===== src/rtl/trig_phase_framer.sv =====
// rtl/trig_phase_framer.sv - trigger-phase byte stream framer with timestamped record FIFO
//
// Locks onto the 32-bit idle-word framing of an 8-bit clk160 byte stream,
// decodes trigger frames (bytes 0..2 zero) into bit-reversed phase values,
// stamps each with the frame count since lock and queues {timestamp, phase}
// in a first-word-fall-through FIFO.
//
// Ports:
//   clk160       sole clock, rising edge
//   reset        synchronous, active-high
//   rx_byte      stream byte, one per cycle, LSB byte of each frame first
//   m_valid      FIFO head holds a record
//   m_ready      consumer pops the head when m_valid && m_ready
//   m_phase      head record phase
//   m_timestamp  head record frame count
//   locked       framer is in LOCKED state
//   trig_count   triggers decoded while locked (wraps)
//   drop_count   triggers lost to a full FIFO (saturates)
//   err_count    error frames while locked (saturates)
module trig_phase_framer #(
    parameter logic [31:0] IDLE_WORD     = 32'h33333335,
    parameter int          LOCK_FRAMES   = 4,
    parameter int          UNLOCK_FRAMES = 4,
    parameter int          FIFO_AW       = 4
) (
    input  logic        clk160,
    input  logic        reset,
    input  logic [7:0]  rx_byte,
    output logic        m_valid,
    input  logic        m_ready,
    output logic [7:0]  m_phase,
    output logic [31:0] m_timestamp,
    output logic        locked,
    output logic [31:0] trig_count,
    output logic [15:0] drop_count,
    output logic [15:0] err_count
);

    localparam int         DEPTH    = 1 << FIFO_AW;
    localparam logic [3:0] LOCK_N   = 4'(LOCK_FRAMES);
    localparam logic [3:0] UNLOCK_N = 4'(UNLOCK_FRAMES);

    typedef enum logic [1:0] {
        ST_HUNT   = 2'd0,
        ST_VERIFY = 2'd1,
        ST_LOCKED = 2'd2
    } state_t;

    state_t      state_q;
    logic [7:0]  rb_q;
    logic [1:0]  bpos_q;
    logic [3:0]  good_q;
    logic [3:0]  errrun_q;
    logic [7:0]  byte0_q, byte1_q, byte2_q;
    logic [31:0] ts_q;
    logic        locked_q;
    logic [31:0] trig_q;
    logic [15:0] drop_q;
    logic [15:0] err_q;

    logic [FIFO_AW-1:0] wr_ptr_q, rd_ptr_q;
    logic [FIFO_AW:0]   fifo_cnt_q;
    logic [39:0]        mem [DEPTH];

    logic [7:0]  idle_byte;
    logic [3:0]  good_d;
    logic [3:0]  errrun_d;
    logic        frame_end;
    logic        frame_idle;
    logic        frame_trig;
    logic [7:0]  phase;
    logic        fifo_full;
    logic        push;
    logic        pop;
    logic [39:0] head;

    // Expected idle byte for the current position while verifying framing.
    always_comb begin
        idle_byte = IDLE_WORD[7:0];
        case (bpos_q)
            2'd0: idle_byte = IDLE_WORD[7:0];
            2'd1: idle_byte = IDLE_WORD[15:8];
            2'd2: idle_byte = IDLE_WORD[23:16];
            2'd3: idle_byte = IDLE_WORD[31:24];
            default: idle_byte = IDLE_WORD[7:0];
        endcase
    end

    always_comb begin
        phase = 8'h00;
        for (int i = 0; i < 8; i++) begin
            phase[i] = rb_q[7-i];
        end
    end

    assign good_d     = good_q + 4'd1;
    assign errrun_d   = errrun_q + 4'd1;
    // The frame is classified when its last byte sits in rb.
    assign frame_end  = (state_q == ST_LOCKED) && (bpos_q == 2'd3);
    assign frame_idle = ({rb_q, byte2_q, byte1_q, byte0_q} == IDLE_WORD);
    assign frame_trig = !frame_idle && (byte0_q == 8'h00) && (byte1_q == 8'h00)
                        && (byte2_q == 8'h00);

    // Full is judged on the registered count, so a same-cycle pop does not
    // make room for the write.
    assign fifo_full  = (fifo_cnt_q == DEPTH[FIFO_AW:0]);
    assign push       = frame_end && frame_trig && !fifo_full;
    assign pop        = m_valid && m_ready;

    assign m_valid     = (fifo_cnt_q != '0);
    assign head        = mem[rd_ptr_q];
    assign m_phase     = m_valid ? head[7:0]  : 8'h00;
    assign m_timestamp = m_valid ? head[39:8] : 32'h0;

    assign locked     = locked_q;
    assign trig_count = trig_q;
    assign drop_count = drop_q;
    assign err_count  = err_q;

    always_ff @(posedge clk160) begin
        if (reset) begin
            state_q  <= ST_HUNT;
            rb_q     <= 8'h00;
            bpos_q   <= 2'd0;
            good_q   <= 4'd0;
            errrun_q <= 4'd0;
            byte0_q  <= 8'h00;
            byte1_q  <= 8'h00;
            byte2_q  <= 8'h00;
            ts_q     <= 32'h0;
            locked_q <= 1'b0;
            trig_q   <= 32'h0;
            drop_q   <= 16'h0;
            err_q    <= 16'h0;
        end else begin
            rb_q <= rx_byte;
            case (state_q)
                ST_HUNT: begin
                    if (rb_q == IDLE_WORD[7:0]) begin
                        bpos_q  <= 2'd1;
                        good_q  <= 4'd0;
                        state_q <= ST_VERIFY;
                    end
                end
                ST_VERIFY: begin
                    if (rb_q == idle_byte) begin
                        bpos_q <= bpos_q + 2'd1;
                        if (bpos_q == 2'd3) begin
                            good_q <= good_d;
                            if (good_d == LOCK_N) begin
                                state_q  <= ST_LOCKED;
                                locked_q <= 1'b1;
                                ts_q     <= 32'h0;
                                errrun_q <= 4'd0;
                            end
                        end
                    end else begin
                        // The mismatching byte is consumed, not re-tested as byte 0.
                        bpos_q  <= 2'd0;
                        state_q <= ST_HUNT;
                    end
                end
                ST_LOCKED: begin
                    bpos_q <= bpos_q + 2'd1;
                    case (bpos_q)
                        2'd0: byte0_q <= rb_q;
                        2'd1: byte1_q <= rb_q;
                        2'd2: byte2_q <= rb_q;
                        default: begin
                            ts_q <= ts_q + 32'd1;
                            if (frame_idle) begin
                                errrun_q <= 4'd0;
                            end else if (frame_trig) begin
                                trig_q   <= trig_q + 32'd1;
                                errrun_q <= 4'd0;
                                if (fifo_full && drop_q != 16'hFFFF) begin
                                    drop_q <= drop_q + 16'd1;
                                end
                            end else begin
                                if (err_q != 16'hFFFF) begin
                                    err_q <= err_q + 16'd1;
                                end
                                errrun_q <= errrun_d;
                                if (errrun_d == UNLOCK_N) begin
                                    state_q  <= ST_HUNT;
                                    locked_q <= 1'b0;
                                    bpos_q   <= 2'd0;
                                end
                            end
                        end
                    endcase
                end
                default: begin
                    state_q  <= ST_HUNT;
                    locked_q <= 1'b0;
                    bpos_q   <= 2'd0;
                end
            endcase
        end
    end

    always_ff @(posedge clk160) begin
        if (reset) begin
            wr_ptr_q   <= '0;
            rd_ptr_q   <= '0;
            fifo_cnt_q <= '0;
        end else begin
            if (push) begin
                wr_ptr_q <= wr_ptr_q + 1'b1;
            end
            if (pop) begin
                rd_ptr_q <= rd_ptr_q + 1'b1;
            end
            if (push && !pop) begin
                fifo_cnt_q <= fifo_cnt_q + 1'b1;
            end else if (!push && pop) begin
                fifo_cnt_q <= fifo_cnt_q - 1'b1;
            end
        end
    end

    // Storage array carries no reset; outputs are gated by m_valid instead.
    always_ff @(posedge clk160) begin
        if (push) begin
            mem[wr_ptr_q] <= {ts_q, phase};
        end
    end

endmodule


===== config.mk =====
export PLATFORM = sky130hd
export DESIGN_NAME = trig_phase_framer
export DESIGN_NICKNAME = d
export VERILOG_FILES = /design/src/rtl/trig_phase_framer.sv
export SDC_FILE = /design/constraint.sdc
export NUM_CORES = 1
export LEC_CHECK = 0
export ABC_CLOCK_PERIOD_IN_PS = 6150
export BUFFER_PORTS_ARGS = -buffer_cell sky130_fd_sc_hd__buf_4
export CORE_MARGIN = 2
export CORE_UTILIZATION = 35
export DETAILED_ROUTE_END_ITERATION = 8
export GPL_TIMING_DRIVEN = 0
export HOLD_SLACK_MARGIN = 0.02
export PLACE_DENSITY = 0.54
export SLEW_MARGIN = 20
export SYNTH_ARGS = -nofsm -noshare
export SYNTH_HDL_FRONTEND = slang
export SYNTH_SLANG_ARGS = --single-unit

===== constraint.sdc =====
create_clock -name clk160 -period 6.15 [get_ports clk160]
set_input_delay 1.845 -clock clk160 [delete_from_list [all_inputs] [get_ports clk160]]
set_output_delay 1.845 -clock clk160 [all_outputs]
set_load 0.05 [all_outputs]

# After elaboration in Yosys (flattened, before gate mapping)

Memory sizes are Yosys's and may differ from the RTL's. A register that Yosys moved wholly into a read port is not among the register bits.
Cells that the tools add are included.

Flip-flop bits (word level): 154
RAM bits: 640
Logic and storage cells: 138
Memories kept: 1

Add/sub/neg operators: 11
Eq/ne operators: 23
Muxes and demuxes: 48
Bitwise operators: 4
Reductions and logical operators: 35

Memories:

| name | words | width | rd ports | clocked after Yosys merged registers in | write ports | line | RTL |
|---|---|---|---|---|---|---|---|
| mem  | 16    | 40    | 1        | 1                                       | 1           | 63   | `logic [39:0] mem [DEPTH];` |

Operators with widths:

| operator                                               | number |
|---|---|
| two-way mux 32 bit                                     | 5 |
| adder 32 x 1 -> 32 bit (second input constant)         | 2 |
| one-hot mux 32 bit (2 select lines)                    | 1 |
| two-way mux 4 bit                                      | 11 |
| adder 16 x 1 -> 16 bit (second input constant)         | 2 |
| equality test 32 x 30 -> 1 bit (second input constant) | 1 |
| inequality test 16 bit (second input constant)         | 2 |
| two-way mux 2 bit                                      | 13 |
| logical NOT 8 bit                                      | 3 |
| adder 4 x 1 -> 4 bit (second input constant)           | 4 |
| one-hot mux 4 bit (2 select lines)                     | 2 |
| one-hot mux 8 bit (2 select lines)                     | 1 |
| AND reduction 5 bit                                    | 3 |
| inequality test 2 bit (second input constant)          | 7 |
| one-hot mux 2 bit (3 select lines)                     | 2 |
| logical AND 1 bit                                      | 10 |
| two-way mux 5 bit                                      | 2 |
| two-way mux 1 bit                                      | 9 |
| equality test 4 x 3 -> 1 bit (second input constant)   | 2 |
| equality test 8 x 6 -> 1 bit (second input constant)   | 1 |
| equality test 8 bit                                    | 1 |
| two-way mux 8 bit                                      | 1 |
| AND reduction 4 bit                                    | 2 |
| AND reduction 8 bit                                    | 1 |
| 17 further kinds                                       | 33 |

# Depth between registers and ports, before layout

Gate-level depths: netlist of run 1.

Depth in word-level cells: 11
Gate-level depth with buffers: 13
Gate-level depth less buffers: 13

# Least setup slack after synthesis of run 1

No wires, ideal clock.

Kind: reg-to-reg
Start point: reg bpos_q[0]
End point: mem mem[3][0], enable pin
Arrival time: 4.278 ns
Slack: 1.385 ns
Cell stages (with the launch flop): 7
Path buffers: 0
Clock period less this slack: 4.765 ns
Cell sequence: dfxtp_1 ha_1 and3b_1 nand4_2 nor3_2 nand2_1 nor3_1

Word-level cells in the longest chain between the ends: 6

RTL lines:

| element                                 | line | RTL |
|---|---|---|
| from (decl)                             | 51   | `logic [1:0] bpos_q;` |
| from (signal assigned)                  | 147  | `bpos_q <= bpos_q + 2'd1;` |
| from (signal assigned)                  | 164  | `bpos_q <= bpos_q + 2'd1;` |
| equality test 2 bit                     | 99   | `assign frame_end = (state_q == ST_LOCKED) && (bpos_q == 2'd3);` |
| logical AND 1 bit                       | 99   |  |
| logical AND 1 bit (2 in a row)          | 107  | `assign push = frame_end && frame_trig && !fifo_full;` |
| net push                                | 73   | `logic push;` |
| two-way mux 1 bit                       | 224  | `if (push) begin` |
| two-way mux 1 bit (implied by the code) | 225  | `mem[wr_ptr_q] <= {ts_q, phase};` |
| to (decl)                               | 63   |  |

The timed path passes the listed nets, and every way through them passes these cells.

==> metrics.csv, run 1 <==
metric,value,unit
count of buffers inserted at the top-level ports,115,
Critical-path top delay cell,clkbuf_1,
placed wire-length estimate,51.75,mm
share of synthesized flip-flops with an asynchronous set or reset,0,%
proportion of synthesized chip area in sequential cells,70.69,%
clock tree from TritonCTS,done,
"commonest non-fill, non-tap cell in the layout",edfxtp_1,
endpoint required time on the critical path,4300,ps
Worst Hold Class,reg -> reg,
"Area growth, synth to finish",19.49,%
Comb power frac,15.6,%
synthesized area per cell,17.47,um^2
cell types with the largest area share after synthesis,"edfxtp_1 61%, mux4_2 14%, dfxtp_1 10%, nor2_1 1.3%, a21oi_1 1.1%",
largest clock skew in the final design,51.80,ps
total number of vias,17220,
R2R setup slack,2180,ps
Total Power,13.02,mW
per-cell via count in the routed design,5.199,
power density relative to cell area,344.1,nW/um^2
number of enable-type register cells in the synthesized netlist,640,
#FFs+latches synth,798,
Clk pwr share,39.6,%
Slew Limit Fails,0,
Max IR drop VDD,0.0002534,V
Final Core Density,42.10,%
slew at the pin with the worst max-slew slack,1056,ps
cell-by-cell listing of the critical path,clkbuf_1 > clkbuf_1 > clkbuf_1 > mux4_2 > mux4_2 > and2_1 > buf_4,
Worst Hold Endpoint,byte1_q[2]$_SDFFE_PP0P_,
Hold WS,471.4,ps
DR iter-0 viols,1215,
CP bufs+invs,4,
Switching Share,26.52,%
outcome,"finished, final reports clean",
maximum achievable frequency,0.1675,GHz
later-pin clock latency in the skew report,650,ps
sum of routed wire length over all layers,79.09,mm
Hold Crit Start,byte1_q[2]$_SDFFE_PP0P_,
area share of the leading cell type in the synthesized netlist,60.70,%
synthesized netlist cell count,1812,
depth of the worst register-to-register path,9,
setup repair after global routing missed its margin,no,
sequential power share,44.8,%
number of distinct library cells after synthesis,65,
vertical die dimension,304.8,um
tightest slew margin relative to the limit,28.59,%
number of inserted diodes,0,
H-tree levels,3,
"commonest cells after routing, fill and taps aside","640 x edfxtp_1, 200 x mux4_2, 158 x dfxtp_1",
kind of launch point of the worst setup path,register,
commonest register cell after synthesis,edfxtp_1,
internal power contribution,9.567,mW
delay of the slowest critical-path stage,810,ps
routability cong.,0.8060,
I/O pin cnt,117,
final worst-path cycle share,97.06,%
WS Path Type,reg -> out,
via count of the first global-routing pass,18180,
fraction of the mapped netlist area in adder cells,0.9326,%
pin count of the biggest net entering global routing,24,
postcts setup bufs,0,
share of cell area taken by muxes after synthesis,14.54,%
Core Area,89870,um^2
hold path depth,2,
worst setup slack after placement,816.6,ps
reg-to-reg startpoint,byte1_q[0]$_SDFFE_PP0P_,
remaining global-route overflow,0,
register clock-pin slew on the reported worst setup and hold paths,60,ps
Simple-Gate Fraction of Synth Area,8.156,%
number of remaining DRC errors,0,
Routed WL per cell,23.88,um
crit path DAT,4120,ps
Die Outline Area,92880,um^2
crit path capture type,output pin,
Setup WS post-layout,180.9,ps
post-synthesis instance area,31660,um^2
Pre-Repair DR Iteration Count,6,
area share of xor/xnor cells in the synthesized design,1.936,%
initial standard-cell utilization of the core,35.23,%
crit-path max FO,10,
total routing resource utilization after global routing,17.01,%
fin crit period,5969,ps
R2R Path End,mem[1][1]$_DFFE_PP_,
library cell occupying the most area in the post-synthesis netlist,edfxtp_1,
clock buffer count from CTS,83,
width of the die,304.8,um
count of clock tree sinks,798,
antenna violations before repair,1,
max_cap viols,0,
number of hold-slack violations in the final timing report,0,
Setup Viol. Count Final,0,
Leakage,12.40,nW
count of nets after finishing,2101,
number of core rows,110,
first-pass GRT wire length,117.3,mm
post-synthesis compound-gate area fraction,2.371,%
Post-Synthesis Net Count,1846,
cell type group with the largest total delay on the critical path,buffers and inverters,
cell occurring most often along the worst timing path,clkbuf_1,
share of cells above drive strength 1,26.36,%
number of warnings issued by yosys,0,
number of hold buffers added after cts,0,
main combinational cell family by area after synthesis,multiplexers,
antenna-violating nets left,0,
PostCTS Resize Cnt,0,
cell at the root of the clock tree,clkbuf_16,
Net Sw Power,3.452,mW
maximum buffer depth of the clock tree,3,
final cells by class:
class,count,area [um^2]
Buffer,87,369.1
Clock buffer,119,2335
Clock inverter,35,481.7
Fill cell,7901,52040
Inverter,20,75.07
Multi-Input combinational cell,907,8956
Sequential cell,798,22380
Tap cell,1176,1471
Timing Repair Buffer,170,1763
worst min-delay path: stages, from the launching register on:
cell	delay (ps)
dfxtp_1	310
nand2_1	50
a21oi_1	60
how the worst max path moves through the flow:
| stage | start | slack, ps | endpoint | cells after the start |
|---|---|---|---|---|
| final | register | 180 | m_timestamp[1] | 7 |
| after global routing | register | 50 | m_timestamp[1] | 7 |
| after CTS | register | 90 | m_timestamp[1] | 7 |
| after detailed placement | register | 820 | m_timestamp[1] | 7 |
| after global placement | byte2_q[0]$_SDFFE_PP0P_ | -3480 | mem[3][26]$_DFFE_PP_ | 5 |
| after floorplan | bpos_q[0]$_SDFFE_PP0N_ | 1380 | mem[3][0]$_DFFE_PP_ | 6 |
stage by stage:
| step | instance area, um^2 | instances | setup TNS, ps |
|---|---|---|---|
| floorplan | 31660 | 1812 | 0 |
| global placement | 34000 | 3103 | -893160 |
| detailed placement | 35010 | 3158 | 0 |
| CTS | 37830 | 3312 | 0 |
| global route | 37830 | 3312 | 0 |
| finish | 37830 | 3312 | 0 |
synthesized netlist by cell type, drive strengths merged (2+ instances only):
library cell and count:
nor3b 3, and3b 2, o211ai 2, buf 24, mux2i 4, a41oi 2, nand3 64, xor2 33
inv 20, ha 22, a21o 4, and4 12, edfxtp 640, a21oi 67, mux2 5, clkbuf 63
o21ai 30, xnor2 37, mux4 200, or4 7, and2 47, nor4b 4, nor2 111, nand3b 3
nor2b 15, o2111ai 2, o31ai 8, a2111oi 2, a22oi 2, nand2b 6, dfxtp 158, nand4 33
and3 18, or3 26, nor3 28, or2 3, nor4 15, nand2 76, a211oi 2
power groups by stage:
stage / clock [mW] / sequential (mW) / combinational (mW)
final: 5.15 / 5.83 / 2.04
after floorplan: 0 / 5.93 / 1.41
after CTS: 5.26 / 5.83 / 2.11
after detailed placement: 0 / 5.95 / 2.11
after global routing: 5.46 / 5.83 / 2.18
after global placement: 0 / 5.94 / 2.08
per-layer routing:
metal	GRT usage, %	wire [um]	vias up
met4	4.697	1877	2
met1	22.37	33570	8895
met2	28.76	39320	485
met5	0	11	-
li1	-	-	7710
met3	3.352	4316	126
state kept, by name, indices dropped and copies added (netlist names), 4 cells and up, named ones only:
name / flops
wr_ptr_q: 4
ts_q: 32
rd_ptr_q: 4
byte2_q: 8
err_count: 16
mem: 640
trig_count: 32
byte1_q: 8
rb_q: 8
fifo_cnt_q: 5
byte0_q: 8
errrun_q: 4
good_q: 4
drop_count: 16
cells by family after synthesis:
logic type,after synthesis
AOI/OAI and AO/OA,127
xor gates and xnor gates,70
adders and majority gates,23
buffers and inverters,107
DFF,798
muxes,209
and+or+nand+nor,478
No activity file was read; power rests on OpenSTA's default activity.
==> inputs of run 2 (changes only) <==
--- a/config.mk
+++ b/config.mk
@@ -12,7 +12,6 @@
 export DETAILED_ROUTE_END_ITERATION = 8
 export GPL_TIMING_DRIVEN = 0
 export HOLD_SLACK_MARGIN = 0.02
-export PLACE_DENSITY = 0.54
 export SLEW_MARGIN = 20
 export SYNTH_ARGS = -nofsm -noshare
 export SYNTH_HDL_FRONTEND = slang
==> run 2 against run 1 <==
Register-to-register slack gained 40 ps. Combinational power is essentially flat. Maximum frequency grew 1.2%. Largest power group unchanged.
==> metrics.csv, run 2 (same netlist as run 1, synthesis figures left out) <==
metric,value,unit
total number of vias,17350,
Die Outline Area,92880,um^2
setup repair after global routing missed its margin,no,
share of cells above drive strength 1,26.36,%
cell type group with the largest total delay on the critical path,buffers and inverters,
CP bufs+invs,4,
number of remaining DRC errors,0,
register with the most flip-flops,mem,
"commonest cells after routing, fill and taps aside","640 x edfxtp_1, 200 x mux4_2, 158 x dfxtp_1",
"commonest non-fill, non-tap cell in the layout",edfxtp_1,
Critical-path top delay cell,clkbuf_1,
number of flip-flops under the largest register name,640,
crit path DAT,4050,ps
largest clock skew in the final design,41.15,ps
number of hold buffers added after cts,0,
sum of routed wire length over all layers,76.35,mm
crit-path max FO,10,
clock tree from TritonCTS,done,
first-pass GRT wire length,114.0,mm
power density relative to cell area,340.4,nW/um^2
kind of launch point of the worst setup path,register,
placed cell count,3160,
total stage count of the critical path,7,
slew at the pin with the worst max-slew slack,998.8,ps
remaining global-route overflow,0,
pin count of the biggest net entering global routing,24,
cell at the root of the clock tree,clkbuf_16,
Slew Limit Fails,0,
PostCTS Resize Cnt,0,
delay of the slowest critical-path stage,800,ps
Core Area,89870,um^2
Total Power,12.87,mW
later-pin clock latency in the skew report,650,ps
vertical die dimension,304.8,um
DR iter-0 viols,1573,
postcts setup bufs,0,
number of core rows,110,
maximum buffer depth of the clock tree,3,
total routing resource utilization after global routing,16.45,%
number of fill cells in the layout,7886,
width of the die,304.8,um
count of nets after finishing,2102,
endpoint required time on the critical path,4300,ps
hold path depth,2,
I/O pin cnt,117,
antenna-violating nets left,0,
outcome,"finished, final reports clean",
"Area growth, synth to finish",19.38,%
clock buffer count from CTS,82,
Worst Hold Class,reg -> reg,
tightest slew margin relative to the limit,33.41,%
final worst-path cycle share,95.91,%
non-filler cells in the finished layout,3312,
sequential cell area,22380,um^2
fin crit period,5899,ps
depth of the worst register-to-register path,9,
Setup Viol. Count Final,0,
number of inserted diodes,0,
multi-input combinational cell area,8962,um^2
maximum achievable frequency,0.1695,GHz
max_cap viols,0,
count of clock tree sinks,798,
Max IR drop VDD,0.0002081,V
via count of the first global-routing pass,18020,
Leakage,12.38,nW
routability cong.,0.8300,
number of hold-slack violations in the final timing report,0,
cell-by-cell listing of the critical path,clkbuf_1 > clkbuf_1 > clkbuf_1 > mux4_2 > mux4_2 > and2_1 > buf_4,
count of buffers inserted at the top-level ports,115,
cell occurring most often along the worst timing path,clkbuf_1,
Routed WL per cell,23.05,um
register clock-pin slew on the reported worst setup and hold paths,60,ps
WS Path Type,reg -> out,
initial standard-cell utilization of the core,35.23,%
Pre-Repair DR Iteration Count,6,
antenna violations before repair,2,
H-tree levels,3,
placed wire-length estimate,51.41,mm
per-cell via count in the routed design,5.239,
crit path capture type,output pin,
==> run 2: cell count changes in the layout (fill, tap and decap cells not counted), moves of 2 or more <==
cell | previous run | this run
clkinv_16 | 2 | 5
bufinv_16 | 8 | 6
clkbuf_16 | 85 | 83
clkbuf_1 | 82 | 71
clkinv_1 | 5 | 17
buf_8 | 1 | 4
buf_12 | 8 | 4
buf_16 | 18 | 20
inv_16 | 3 | 0
==> run 2: path summary, 6_finish.rpt <==
kind,from,endpoint,slack [ps]
max,register,m_timestamp[1],250
min,byte0_q[1]$_SDFFE_PP0P_,byte0_q[1]$_SDFFE_PP0P_,470
max reg2reg,byte2_q[5]$_SDFFE_PP0P_,mem[3][26]$_DFFE_PP_,2220
min reg2reg,byte0_q[1]$_SDFFE_PP0P_,byte0_q[1]$_SDFFE_PP0P_,470
==> run 2: power breakdown <==
part | switching, mW | internal, mW | leakage (nW) | total, mW
Sequential | 0.0407 | 5.79 | 7.46 | 5.83
Combinational | 1.29 | 0.758 | 3.59 | 2.05
Clock | 2.12 | 2.86 | 1.33 | 4.98
Total | 3.46 | 9.41 | 12.4 | 12.9
==> run 2: worst register-to-register path, delay by kind of cell, from the launching register on <==
kind / cells / cell delay [ps]
buffers and inverters: 4 / 770
DFF: 1 / 330
and+or+nand+nor: 5 / 2520
==> run 2: layer usage <==
metal | vias to the layer above | track usage (%) | part of all wire [%]
met1 | 9010 | 21.85 | 42
met2 | 528 | 27.28 | 49
met3 | 111 | 3.706 | 6.7
met4 | 2 | 4.398 | 2.3
li1 | 7699 | - | -
met5 | - | 0 | 0.017
==> run 2: layout make-up <==
| cell class | instances | area share (%) |
|---|---|---|
| Tap cell | 1176 | 3.893 |
| Buffer | 87 | 0.9765 |
| Clock buffer | 106 | 5.935 |
| Sequential cell | 798 | 59.21 |
| Inverter | 20 | 0.1986 |
| Timing Repair Buffer | 172 | 4.737 |
| Clock inverter | 46 | 1.334 |
| Multi-Input combinational cell | 907 | 23.71 |
==> run 2: per-stage QoR <==
stage	setup slack (ps)	setup TNS, ps	instance area (um^2)	utilization [%]	hold slack (ps)
after global routing	102.6	0	37800	42.06	493.4
after CTS	220.1	0	37780	42.04	473.5
after detailed placement	915.7	0	35040	38.98	461.4
after floorplan	1385	0	31660	-	446.4
final	251.4	0	37800	42.06	472.7
after global placement	-2797	-645390	34000	37.83	455.7
==> inputs of run 3 (changes only) <==
--- a/config.mk
+++ b/config.mk
@@ -5,6 +5,7 @@
 export SDC_FILE = /design/constraint.sdc
 export NUM_CORES = 1
 export LEC_CHECK = 0
+export ABC_AREA = 1
 export ABC_CLOCK_PERIOD_IN_PS = 6150
 export BUFFER_PORTS_ARGS = -buffer_cell sky130_fd_sc_hd__buf_4
 export CORE_MARGIN = 2
==> run 3 against run 2 <==
Clock skew up 0.87 ps. Sequential share of layout area fell by 3.5 points. Combinational power is 150% higher. Highest routed layer is now met4. Total power is 25% higher. Critical path type unchanged.
==> metrics.csv, run 3 <==
metric,value,unit
pin count of the biggest net entering global routing,24,
library cell occupying the most area in the post-synthesis netlist,edfxtp_1,
Post-Synthesis Net Count,3302,
cell at the root of the clock tree,clkbuf_16,
Worst Hold Class,reg -> reg,
Switching Share,37.84,%
kind of launch point of the worst setup path,register,
cell types with the largest area share after synthesis,"edfxtp_1 56%, dfxtp_1 9.3%, nor2_1 7.0%, o21ai_0 5.5%, nand2_1 4.8%",
tightest slew margin relative to the limit,21.76,%
multi-input combinational cell area,10380,um^2
first-pass GRT wire length,157.7,mm
register with the most flip-flops,mem,
Clk pwr share,31.3,%
Slew Limit Fails,0,
width of the die,316.3,um
cell-by-cell listing of the critical path,buf_2 > clkbuf_1 > o21ai_0 > o221ai_1 > nand3_1 > a21oi_1 > buf_4,
Core Area,96710,um^2
later-pin clock latency in the skew report,660,ps
total routing resource utilization after global routing,21.17,%
Max IR drop VDD,0.0002312,V
internal power contribution,9.961,mW
Leakage,13.74,nW
Worst Hold Endpoint,rd_ptr_q[3]$_SDFFE_PP0P_,
WS Path Type,reg -> out,
number of core rows,114,
routability cong.,0.8648,
R2R setup slack,2420,ps
antenna violations before repair,1,
max_cap viols,0,
proportion of synthesized chip area in sequential cells,65.56,%
largest clock skew in the final design,42.02,ps
crit-path max FO,10,
Setup Viol. Count Final,0,
most instantiated library cell after synthesis,edfxtp_1,
reg-to-reg startpoint,rb_q[2]$_SDFF_PP0_,
sequential cell area,22380,um^2
dpl cell area,37480,um^2
number of distinct library cells after synthesis,43,
register clock-pin slew on the reported worst setup and hold paths,60,ps
H-tree levels,3,
sum of routed wire length over all layers,106.9,mm
endpoint required time on the critical path,4300,ps
clock tree from TritonCTS,done,
postcts setup bufs,0,
number of enable-type register cells in the synthesized netlist,640,
PostCTS Resize Cnt,0,
number of hold-slack violations in the final timing report,0,
depth of the worst register-to-register path,14,
Critical-path top delay cell,dfxtp_1,
finished layout cell area,40170,um^2
Pre-Repair DR Iteration Count,6,
number of remaining DRC errors,0,
share of synthesized flip-flops with an asynchronous set or reset,0,%
Routed WL per cell,22.04,um
number of hold buffers added after cts,0,
"commonest non-fill, non-tap cell in the layout",edfxtp_1,
#FFs+latches synth,798,
vertical die dimension,316.3,um
count of buffers inserted at the top-level ports,115,
hold path depth,2,
"commonest cells after routing, fill and taps aside","640 x edfxtp_1, 623 x nor2_1, 440 x nand2_1",
Setup Total Neg Slack,0,ps
antenna-violating nets left,0,
final worst-path cycle share,96.24,%
DR iter-0 viols,2688,
fin crit period,5918,ps
count of clock tree sinks,798,
via count of the first global-routing pass,24740,
synthesized netlist cell count,3268,
Hold WS,469.9,ps
synthesized area per cell,10.45,um^2
delay of the slowest critical-path stage,770,ps
total number of vias,25910,
CP bufs+invs,3,
maximum buffer depth of the clock tree,3,
Die Outline Area,100100,um^2
Comb power frac,31.7,%
count of nets after finishing,3544,
power density relative to cell area,398.9,nW/um^2
cell types with the highest counts after synthesis,"640 x edfxtp_1, 637 x nor2_1, 440 x nand2_1, 374 x o21ai_0, 175 x inv_1",
maximum achievable frequency,0.1690,GHz
area share of the leading cell type in the synthesized netlist,56.29,%
number of warnings issued by yosys,0,
crit path DAT,4070,ps
Hold Crit Start,rd_ptr_q[3]$_SDFFE_PP0P_,
I/O pin cnt,117,
Net Sw Power,6.063,mW
R2R Path End,mem[8][16]$_DFFE_PP_,
sequential power share,37.0,%
cell type group with the largest total delay on the critical path,buffers and inverters,
setup repair after global routing missed its margin,no,
per-cell via count in the routed design,5.340,
"Area growth, synth to finish",17.66,%
placed wire-length estimate,73.18,mm
remaining global-route overflow,0,
number of fill cells in the layout,9229,
initial standard-cell utilization of the core,35.30,%
commonest register cell after synthesis,edfxtp_1,
number of flip-flops under the largest register name,640,
slew at the pin with the worst max-slew slack,1174,ps
clock buffer count from CTS,84,
crit path capture type,output pin,
outcome,"finished, final reports clean",
share of cells above drive strength 1,11.25,%
post-synthesis instance area,34140,um^2
run 3: cell type report:
| type | instances | area share [%] |
|---|---|---|
| plain buffers | 177 | 1.956 |
| inverters | 189 | 1.766 |
| repair buffers | 156 | 4.043 |
| diodes | 1 | 0.006229 |
| flip-flops and latches | 798 | 55.72 |
| clock buffers | 99 | 5.476 |
| well taps | 1276 | 3.974 |
| clock inverters | 51 | 1.224 |
| multi-input cells | 2104 | 25.84 |
run 3: per-layer routing:
metal	track usage (%)	part of all wire, %
met5	0	0
met4	7.515	3.4
met3	3.754	8.6
met2	34.50	46
met1	28.42	42
run 3: power by group through the flow:
stage / Clock [mW] / Sequential, mW / Combinational (mW)
global placement: 0 / 6.04 / 5.02
floorplan: 0 / 6.00 / 3.18
finish: 5.01 / 5.93 / 5.08
detailed placement: 0 / 6.04 / 5.05
CTS: 5.07 / 5.92 / 5.06
global route: 5.27 / 5.93 / 5.43
run 3: how the worst max path moves through the flow:
| stage | cells after the start | endpoint | from |
|---|---|---|---|
| 2_1_floorplan | 10 | mem[7][0]$_DFFE_PP_ | rb_q[2]$_SDFF_PP0_ |
| 3_3_place_gp | 10 | mem[7][18]$_DFFE_PP_ | rb_q[2]$_SDFF_PP0_ |
| 3_5_place_dp | 8 | m_phase[7] | register |
| 4_1_cts | 8 | m_phase[7] | register |
| 5_1_grt | 7 | m_phase[7] | register |
| 6_report | 7 | m_phase[7] | register |
run 3: through the flow:
stage / power (mW) / setup WS [ps] / util, % / cells
final: 16.02 / 231.5 / 41.54 / 4851
after global routing: 16.64 / 85.31 / 41.54 / 4850
after floorplan: 9.183 / 1708 / - / 3268
after CTS: 16.06 / 323.8 / 41.54 / 4850
after detailed placement: 11.08 / 1048 / 38.75 / 4700
after global placement: 11.06 / -2831 / 37.85 / 4659
run 3: cells by family (layout without fill, tap and decap cells):
| family | count (synthesis) | in the layout | synth area share, % |
|---|---|---|---|
| adders and majority gates | 23 | 23 | 0.8649 |
| and+or+nand+nor | 1343 | 1343 | 16.39 |
| buffers and inverters | 366 | 672 | 4.379 |
| AOI/OAI and AO/OA | 698 | 698 | 11.79 |
| xor gates and xnor gates | 40 | 40 | 1.026 |
| DFF | 798 | 798 | 65.56 |
| other | 0 | 1 | 0 |
run 3: worst reg2reg max path, delay by kind of cell, from the launching register on:
| kind | cells | cell delay (ps) |
|---|---|---|
| DFF | 1 | 980 |
| buffers and inverters | 4 | 680 |
| and+or+nand+nor | 10 | 1790 |
